===== src/rtl/ref_read_arbiter_pkg.sv =====
// Shared types and defaults for the reference-read arbiter and its selector.
package ref_read_arbiter_pkg;

    // Matches the Engine's 25-bit ref address/length fields.
    localparam int REF_ADDR_WIDTH = 25;
    localparam int REF_LEN_WIDTH  = 25;

    typedef enum logic [1:0] {
        ST_IDLE   = 2'd0,
        ST_ISSUE  = 2'd1,
        ST_STREAM = 2'd2
    } arb_state_t;

    function automatic int wrap_inc(input int idx, input int n);
        return (idx == n - 1) ? 0 : idx + 1;
    endfunction

endpackage


===== src/rtl/ref_read_arbiter_rr_select.sv =====
// Combinational round-robin picker: first eligible index at or after ptr, wrapping.
module rr_select #(
    parameter int NUM_ENGINES = 4,
    parameter int ID_WIDTH    = $clog2(NUM_ENGINES)
) (
    input  logic [NUM_ENGINES-1:0] eligible,
    input  logic [ID_WIDTH-1:0]    ptr,
    output logic                   found,
    output logic [ID_WIDTH-1:0]    idx
);

    // Walk offsets from far to near so the nearest eligible index wins.
    always_comb begin
        found = 1'b0;
        idx   = '0;
        for (int k = NUM_ENGINES - 1; k >= 0; k--) begin
            if (eligible[(int'(ptr) + k) % NUM_ENGINES]) begin
                found = 1'b1;
                idx   = ID_WIDTH'((int'(ptr) + k) % NUM_ENGINES);
            end
        end
    end

endmodule


===== src/rtl/ref_read_arbiter.sv =====
// Shares one DRAM reference reader among NUM_ENGINES engines with round-robin grants.
//  state     | meaning
//  ST_IDLE   | waiting for an eligible request; zero-length requests retire here
//  ST_ISSUE  | rd_info_valid_out high until the reader accepts address/length
//  ST_STREAM | reader blocks routed to the granted engine until count is exhausted
module ref_read_arbiter
    import ref_read_arbiter_pkg::*;
#(
    parameter int NUM_ENGINES = 4,
    parameter int REF_LENGTH  = 128,
    parameter int ADDR_WIDTH  = REF_ADDR_WIDTH,
    parameter int LEN_WIDTH   = REF_LEN_WIDTH,
    parameter int ID_WIDTH    = $clog2(NUM_ENGINES)
) (
    input  logic                              clk,
    input  logic                              rst,
    input  logic [NUM_ENGINES*ADDR_WIDTH-1:0] eng_ref_addr_in,
    input  logic [NUM_ENGINES*LEN_WIDTH-1:0]  eng_ref_length_in,
    input  logic [NUM_ENGINES-1:0]            eng_ref_info_valid_in,
    output logic [2*REF_LENGTH-1:0]           eng_ref_block_out,
    output logic [NUM_ENGINES-1:0]            eng_ref_block_valid_out,
    input  logic [NUM_ENGINES-1:0]            eng_ref_block_rdy_in,
    output logic [ADDR_WIDTH-1:0]             rd_addr_out,
    output logic [LEN_WIDTH-1:0]              rd_length_out,
    output logic                              rd_info_valid_out,
    input  logic                              rd_info_rdy_in,
    input  logic [2*REF_LENGTH-1:0]           rd_block_in,
    input  logic                              rd_block_valid_in,
    output logic                              rd_block_rdy_out,
    output logic                              busy_out,
    output logic [ID_WIDTH-1:0]               grant_id_out
);

    arb_state_t                 state;
    logic [ID_WIDTH-1:0]        rr_ptr;
    logic [LEN_WIDTH-1:0]       remaining;
    logic [NUM_ENGINES-1:0]     armed;
    logic [NUM_ENGINES-1:0]     eligible;
    logic                       sel_found;
    logic [ID_WIDTH-1:0]        sel_idx;
    logic [ADDR_WIDTH-1:0]      sel_addr;
    logic [LEN_WIDTH-1:0]       sel_len;
    logic                       beat;
    logic                       txn_done;
    logic [ID_WIDTH-1:0]        done_idx;
    logic [NUM_ENGINES-1:0]     clear_mask;

    assign eligible = eng_ref_info_valid_in & armed;

    rr_select #(
        .NUM_ENGINES (NUM_ENGINES),
        .ID_WIDTH    (ID_WIDTH)
    ) u_rr_select (
        .eligible (eligible),
        .ptr      (rr_ptr),
        .found    (sel_found),
        .idx      (sel_idx)
    );

    assign sel_addr = eng_ref_addr_in[sel_idx*ADDR_WIDTH +: ADDR_WIDTH];
    assign sel_len  = eng_ref_length_in[sel_idx*LEN_WIDTH +: LEN_WIDTH];

    // Routing only depends on state and grant, so engine ready never reaches block valid.
    always_comb begin
        eng_ref_block_out       = rd_block_in;
        eng_ref_block_valid_out = '0;
        rd_block_rdy_out        = 1'b0;
        if (state == ST_STREAM) begin
            eng_ref_block_valid_out[grant_id_out] = rd_block_valid_in;
            rd_block_rdy_out                      = eng_ref_block_rdy_in[grant_id_out];
        end
    end

    assign beat     = rd_block_valid_in && rd_block_rdy_out;
    assign busy_out = (state != ST_IDLE);

    always_comb begin
        txn_done   = 1'b0;
        done_idx   = '0;
        clear_mask = '0;
        if (state == ST_IDLE && sel_found && sel_len == '0) begin
            txn_done = 1'b1;
            done_idx = sel_idx;
        end else if (state == ST_STREAM && beat && remaining == LEN_WIDTH'(1)) begin
            txn_done = 1'b1;
            done_idx = grant_id_out;
        end
        if (txn_done) begin
            clear_mask[done_idx] = 1'b1;
        end
    end

    // A low request level re-arms the engine, taking precedence over a same-cycle clear.
    always_ff @(posedge clk) begin
        if (rst) begin
            armed <= '1;
        end else begin
            armed <= (armed & ~clear_mask) | ~eng_ref_info_valid_in;
        end
    end

    always_ff @(posedge clk) begin
        if (rst) begin
            state             <= ST_IDLE;
            rr_ptr            <= '0;
            remaining         <= '0;
            grant_id_out      <= '0;
            rd_addr_out       <= '0;
            rd_length_out     <= '0;
            rd_info_valid_out <= 1'b0;
        end else begin
            if (txn_done) begin
                rr_ptr <= ID_WIDTH'(wrap_inc(int'(done_idx), NUM_ENGINES));
            end
            case (state)
                ST_IDLE: begin
                    if (sel_found) begin
                        grant_id_out  <= sel_idx;
                        rd_addr_out   <= sel_addr;
                        rd_length_out <= sel_len;
                        if (sel_len != '0) begin
                            state             <= ST_ISSUE;
                            rd_info_valid_out <= 1'b1;
                        end
                    end
                end
                ST_ISSUE: begin
                    if (rd_info_rdy_in) begin
                        rd_info_valid_out <= 1'b0;
                        remaining         <= rd_length_out;
                        state             <= ST_STREAM;
                    end
                end
                ST_STREAM: begin
                    if (beat) begin
                        remaining <= remaining - LEN_WIDTH'(1);
                        if (remaining == LEN_WIDTH'(1)) begin
                            state <= ST_IDLE;
                        end
                    end
                end
                default: state <= ST_IDLE;
            endcase
        end
    end

endmodule


===== config.mk =====
export PLATFORM = sky130hd
export DESIGN_NAME = ref_read_arbiter
export DESIGN_NICKNAME = d
export VERILOG_FILES = /design/src/rtl/ref_read_arbiter_pkg.sv /design/src/rtl/ref_read_arbiter_rr_select.sv /design/src/rtl/ref_read_arbiter.sv
export SDC_FILE = /design/constraint.sdc
export NUM_CORES = 1
export LEC_CHECK = 0
export ABC_AREA = 1
export BUFFER_PORTS_ARGS = -buffer_cell sky130_fd_sc_hd__buf_4
export CORE_AREA = 3 3 307 309
export CTS_CLUSTER_SIZE = 14
export DETAILED_ROUTE_END_ITERATION = 8
export DIE_AREA = 0 0 310 312
export GPL_TIMING_DRIVEN = 0
export SLEW_MARGIN = 20
export SYNTH_ARGS = -nofsm -noshare
export SYNTH_HDL_FRONTEND = slang
export SYNTH_HIERARCHICAL = 1
export SYNTH_SLANG_ARGS = --single-unit

===== constraint.sdc =====
create_clock -name clk -period 3.5 [get_ports clk]
set_input_delay 0.7 -clock clk [delete_from_list [all_inputs] [get_ports clk]]
set_output_delay 0.7 -clock clk [all_outputs]
set_load 0.02 [all_outputs]

==> impl_metrics.py, run 1 <==
metrics = {
    "die": {
        "core-area_mm2": 0.0917,
        "initial_core_util_pct": 8.47,
        "num_rows": 111,
        "fp.dieH_um": 312,
        "num_io_pins": 783,
        "dieArea_mm2": 0.0967,
        "die_x_um": 310,
    },
    "critical_path": {
        "cpPeakStageDelay_ns": 0.28,
        "critPathMostFrequentCell": "nand2_2",
        "critPathKind": "in -> reg",
        "cp_max_fo": 10,
        "cp-start-kind": "input pin",
        "critPathRequiredTime_ns": 3.77,
        "crit_arrival_ns": 3.62,
        "cp-end-kind": "flip-flop",
        "cp_slowest_cell": "ha_1",
    },
    "global_routing": {
        "antenna_found_initial": 10,
        "grt_first_pass_wirelength_mm": 71.5,
        "gr-total-overflow": 0,
        "grt_max_degree": 15,
        "grt_pass1_vias": 9870,
        "grt.total_usage_pct": 10.6,
    },
    "yosys": {
        "synth_seq_cells": 86,
        "ys_seq_area_share_pct": 22.2,
        "netlist_area_mm2": 0.00777,
        "synth_top_area_share_pct": 24.8,
        "synth_fp_nets": 1736,
        "synth_top_cell_by_area": "buf_4",
        "ys_types": 37,
        "yosys-top-cells-area": "buf_4 (25%), dfxtp_1 (22%), nand2_1 (12%)",
        "synthCells": 1262,
        "yosys_warnings": 6,
        "synth_area_per_cell_um2": 6.15,
    },
    "routing": {
        "postRouteWirelength_mm": 56.0,
        "drt-initial-drc-count": 669,
        "post_drt_wl_per_cell_um": 18.6,
        "drc": 0,
        "vias_per_cell": 3.39,
        "ant_nets": 0,
        "dr.pass1.iters": 5,
        "vias": 10200,
    },
    "worst_hold_path": {
        "hold_class": "reg -> reg",
    },
    "placement": {
        "gp_congestion": 0.896,
        "place_ws_ns": -1.07,
        "hpwl_mm": 48.0,
        "port_buffers": 526,
        "place_area_mm2": 0.0132,
    },
    "power": {
        "power_switching_uw": 1960,
        "p_sw_share_pct": 42.6,
        "p_leak_uw": 0.00700,
        "power_frac_clock_pct": 22.7,
        "vdd_ir_drop_max_mv": 0.225,
        "power.density_mw_per_mm2": 325,
        "seqPwrFrac_pct": 26.4,
        "combPwrFrac_pct": 50.9,
        "power_uw": 4600,
        "power.internal_uw": 2640,
    },
    "clocking": {
        "ctsHtreeMaxLevel": 3,
        "cts_buffers": 9,
        "clk_path_buf_depth": 2,
        "clk_latency_ns": 0.38,
        "cts_tree": "yes",
        "cts_sinks": 86,
        "path_clk_slew_ns": 0.07,
        "cts-root-buf": "clkbuf_16",
    },
    "sta": {
        "timing.fmax_ghz": 0.298,
        "slew-limit-headroom_pct": 24.4,
        "fin_hold_ws_ns": 0.458,
        "setup_slack_ns": 0.149,
        "tightest_slew_ns": 1.13,
        "timing.final.crit_share_pct": 95.7,
        "drv_slew": 0,
        "setup_violations": 0,
        "hold_viol_final": 0,
        "finalCriticalPeriod_ns": 3.35,
        "finClkSkew_ns": 0.0108,
    },
    "finish": {
        "final_cell_area_mm2": 0.0142,
        "drive_gt1_share_pct": 51.0,
        "final_nets": 2293,
        "syn_to_final_growth_pct": 82.5,
    },
    "run_status": {
        "status": "finished clean",
    },
    "job": {
        "drv_cap": 0,
    },
}
==> through the flow <==
stage,TNS (ns),utilization [%],std cells
2_1_floorplan,0,-,1262
3_5_place_dp,-10.90,14.4,2974
6_report,0,15.5,3016
4_1_cts,0,14.9,2994
3_3_place_gp,-12.48,14.4,2974
5_1_grt,-0.0379,15.5,3014
==> worst max-delay path: cells and delay by family <==
family,cells,cell delay (ns)
and+or+nand+nor,16,1.65
AOI/OAI and AO/OA,2,0.22
buffers and inverters,8,0.74
adders and majority gates,1,0.28
==> synthesized netlist by cell type <==
cell,count
nand3_1,77
clkinv_2,1
o211ai_1,4
clkbuf_1,34
a21boi_1,1
nor2_2,3
o31ai_1,1
ha_1,6
xor2_1,2
buf_4,257
xnor2_1,3
o221ai_1,1
nand3_2,1
buf_1,5
nor2_1,187
a31oi_1,3
nand4_1,5
o22ai_1,26
nand2_2,5
buf_2,19
or2_2,3
o21ai_2,3
o21ai_0,135
nand2_1,238
a21oi_1,55
nand3b_1,1
dfxtp_1,86
inv_1,75
nor3b_1,1
a211oi_1,4
buf_6,3
clkinv_1,1
o21ai_1,1
nor3_1,7
and2_4,1
inv_2,6
nor2_4,1
==> cells by family (layout without fill, tap and decap cells) <==
group	count (synthesis)	count (layout)	synth area share (%)
XOR/XNOR	5	5	0.564
AO/OA/AOI/OAI	234	234	16.1
flip-flops	86	86	22.2
adder cells (fa/ha/maj)	6	6	0.967
other	0	7	0
buffers and inverters	401	962	32.4
AND/OR/NAND/NOR	530	530	27.8
==> power groups by stage <==
stage / Sequential [µW] / Combinational [µW] / Clock (µW)
6_report: 1220 / 2340 / 1050
3_3_place_gp: 1230 / 2270 / 0
5_1_grt: 1230 / 2550 / 1120
3_5_place_dp: 1240 / 2270 / 0
4_1_cts: 1220 / 2310 / 1100
2_1_floorplan: 1300 / 1090 / 0
==> layer usage <==
metal	up-vias	wire length (µm)	GRT usage, %
met5	-	27	0
met4	4	1590	3.93
met3	70	5050	2.70
met2	626	27500	18.6
met1	4614	21700	12.4
li1	4922	-	-
==> registers in the layout (all words and copies together) (netlist names) <==
name / flops
grant_id_out: 2
state: 2
armed: 4
remaining: 25
rd_info_valid_out: 1
rr_ptr: 2
rd_length_out: 25
rd_addr_out: 25
==> worst paths after layout <==
check	start	to	slack, ns	depth (start not counted)
min	armed[2]$_SDFF_PP1_	armed[2]$_SDFF_PP1_	0.46	2
max	eng_ref_info_valid_in[3]	rr_ptr[1]$_SDFFE_PP0P_	0.15	27
max reg2reg	rr_ptr[0]$_SDFFE_PP0P_	rr_ptr[1]$_SDFFE_PP0P_	0.22	24
min reg2reg	armed[2]$_SDFF_PP1_	armed[2]$_SDFF_PP1_	0.46	2
==> cell usage in the layout (no fill, tap or decap), types with 8 or more instances in the layout <==
master	instances
nor2_1	184
o22ai_1	26
o21ai_0	133
dfxtp_1	84
clkbuf_16	11
inv_1	73
nand2_4	13
nand2_2	31
buf_4	799
buf_6	15
a21oi_1	54
nand2_1	198
nand3_1	65
nand3_2	8
clkbuf_1	30
==> timing repair <==
| action | in CTS | in global routing |
|---|---|---|
| buffers inserted | 5 | 13 |
| gates resized for setup | 50 | 96 |
| pin swaps | 5 | 22 |
| cloned | 0 | 2 |
| setup endpoints to repair | 9 | 5 |
| hold buffers | 0 | 0 |
==> cell type report <==
class	instances	area (µm²)
fill	10500	77500
timing repair buffer	546	4140
multi-input combinational	775	3840
buffer	318	2340
sequential	86	1720
tap	1186	1480
inverter	83	327
clock buffer	10	239
clock inverter	5	57.6
antenna	7	17.5
(Power assumes the default switching activity.)
==> inputs of run 2 (changes only) <==
--- a/config.mk
+++ b/config.mk
@@ -13,4 +13,5 @@
 export DIE_AREA = 0 0 310 312
 export GPL_TIMING_DRIVEN = 0
+export SETUP_SLACK_MARGIN = 0.2
 export SLEW_MARGIN = 20
 export SYNTH_ARGS = -nofsm -noshare
==> constraint.sdc (replaced) <==
create_clock -name clk -period 3.5 [get_ports clk]
set_input_delay 0.35 -clock clk [delete_from_list [all_inputs] [get_ports clk]]
set_output_delay 0.35 -clock clk [all_outputs]
set_load 0.02 [all_outputs]
==> run 2 against run 1 <==
- global-route usage is essentially flat
- clock skew rose by 0.00063 ns
- first-iteration DRC count decreased by 11%
- critical endpoint unchanged
==> impl_metrics.py, run 2 (synthesis gave the netlist of run 1 again) <==
metrics = {
    "run_status": {
        "status": "finished clean",
    },
    "power": {
        "power_uw": 4630,
        "p_leak_uw": 0.00706,
        "vdd_ir_drop_max_mv": 0.226,
        "power.density_mw_per_mm2": 320,
    },
    "worst_hold_path": {
        "hold_class": "in -> reg",
        "hold_start": "eng_ref_info_valid_in[0]",
    },
    "routing": {
        "drc": 0,
        "drt-initial-drc-count": 594,
        "vias": 10300,
        "ant_nets": 0,
        "postRouteWirelength_mm": 56.4,
        "dr.pass1.iters": 8,
        "post_drt_wl_per_cell_um": 18.7,
        "vias_per_cell": 3.40,
    },
    "clocking": {
        "cts_tree": "yes",
        "clk_latency_ns": 0.38,
        "ctsHtreeMaxLevel": 3,
        "cts_sinks": 86,
        "hold_buffers": 0,
        "cts-root-buf": "clkbuf_16",
        "path_clk_slew_ns": 0.07,
        "clk_path_buf_depth": 2,
        "cts_buffers": 9,
    },
    "global_routing": {
        "antenna_found_initial": 9,
        "gr-total-overflow": 0,
        "grt_pass1_vias": 9923,
        "grt_first_pass_wirelength_mm": 71.7,
        "grt.total_usage_pct": 10.7,
        "grt_max_degree": 15,
    },
    "sta": {
        "setup_slack_ns": 0.224,
        "setup_violations": 0,
        "drv_slew": 0,
        "timing.final.crit_share_pct": 93.6,
        "tightest_slew_ns": 1.27,
        "finalCriticalPeriod_ns": 3.28,
        "rsz0062_at_grt": "yes",
        "slew-limit-headroom_pct": 15.2,
        "hold_viol_final": 0,
        "setup-tns-final_ns": 0,
        "finClkSkew_ns": 0.0114,
        "timing.fmax_ghz": 0.305,
    },
    "finish": {
        "drive_gt1_share_pct": 52.9,
        "fin_util_pct": 15.8,
        "reg.largest.list": "rd_addr_out: 25 flops, rd_length_out: 25 flops, remaining: 25 flops",
        "multi_input_area_mm2": 0.00397,
        "final_nets": 2301,
        "syn_to_final_growth_pct": 85.9,
        "final_common_cell": "buf_4",
        "fill_cells": 10500,
        "regArea_mm2": 0.00173,
        "final_cell_mix": "buf_4 (805), nand2_1 (184), nor2_1 (182), o21ai_0 (133), dfxtp_1 (80)",
    },
    "critical_path": {
        "critPathKind": "reg -> reg",
        "cp_max_fo": 6,
        "cp-end-kind": "flip-flop",
        "critPathRequiredTime_ns": 3.77,
        "crit_arrival_ns": 3.55,
        "r2r-start": "rr_ptr[0]$_SDFFE_PP0P_",
        "startpoint": "rr_ptr[0]$_SDFFE_PP0P_",
        "cp-start-kind": "flip-flop",
    },
    "die": {
        "dieArea_mm2": 0.0967,
        "fp.dieH_um": 312,
        "die_x_um": 310,
        "core-area_mm2": 0.0917,
        "num_rows": 111,
        "num_io_pins": 783,
        "initial_core_util_pct": 8.47,
    },
    "placement": {
        "port_buffers": 526,
        "place_ws_ns": -0.723,
        "hpwl_mm": 48.0,
        "gp_congestion": 0.896,
    },
    "job": {
        "drv_cap": 0,
    },
}
-- run 2: changes by cell type in the layout (fill, tap and decap cells not counted), sizes merged --
cell    change
clkbuf      +4
buf         +4
-- run 2: critical path, cell delays in order, from the launching register on --
cell and delay, ns:
dfxtp_4 0.37, clkbuf_16 0.16, o21ai_4 0.20, nand2_2 0.13, nand3_4 0.09, nand3_4 0.08
nand2_4 0.11, inv_4 0.04, buf_12 0.14, buf_12 0.15, nand2_1 0.14, nand3_1 0.14
nand2_4 0.14, nand2_1 0.08, nor2_1 0.11, nand2_1 0.10, nor2_4 0.12, nand3_2 0.10
inv_2 0.10, nand2_2 0.06, o21ai_4 0.12, inv_2 0.07, ha_4 0.21, a21oi_2 0.10
nor2_1 0.05
-- run 2: report_power, final --
part	internal (µW)	leakage, µW	switching (µW)	total, µW
combinational	993	0.00621	1370	2370
sequential	1090	0.000709	119	1210
clock	571	0.000149	476	1050
total	2660	0.00706	1970	4630
-- run 2: repair_timing --
action	in CTS	in global routing
setup buffers	9	14
gates resized for setup	78	108
endpoints found under the setup margin	19	5
pin swaps	10	40
gates cloned	0	5
-- run 2: area by class of cell --
class	count	share of cell area, %
Sequential cell	86	12.0
Tap cell	1186	10.3
Antenna cell	7	0.121
Clock buffer	10	1.65
Multi-Input combinational cell	775	27.5
Clock inverter	5	0.399
Timing Repair Buffer	554	29.5
Buffer	318	16.3
Inverter	83	2.24
-- run 2: routing by layer --
metal | vias to the layer above | track usage (%) | wire length [µm]
met5 | - | 0 | 23
met4 | 4 | 3.88 | 1780
met3 | 74 | 2.67 | 4940
met2 | 623 | 18.7 | 27800
met1 | 4648 | 12.4 | 21900
li1 | 4941 | - | -
-- run 2: worst paths after layout --
kind / endpoint / slack (ns) / cells after the start
max: rr_ptr[1]$_SDFFE_PP0P_ / 0.22 / 24
min: armed[0]$_SDFF_PP1_ / 0.24 / 4
max reg2reg: rr_ptr[1]$_SDFFE_PP0P_ / 0.22 / 24
min reg2reg: armed[0]$_SDFF_PP1_ / 0.44 / 2
-- run 2: metrics by stage --
step           instances  hold slack [ns]  instance area (µm²)
2_1_floorplan       1262            0.418                 7770
3_3_place_gp        2974            0.435                13200
3_5_place_dp        2974            0.451                13200
4_1_cts             2998            0.212                13800
5_1_grt             3022            0.236                14400
6_report            3024            0.236                14400
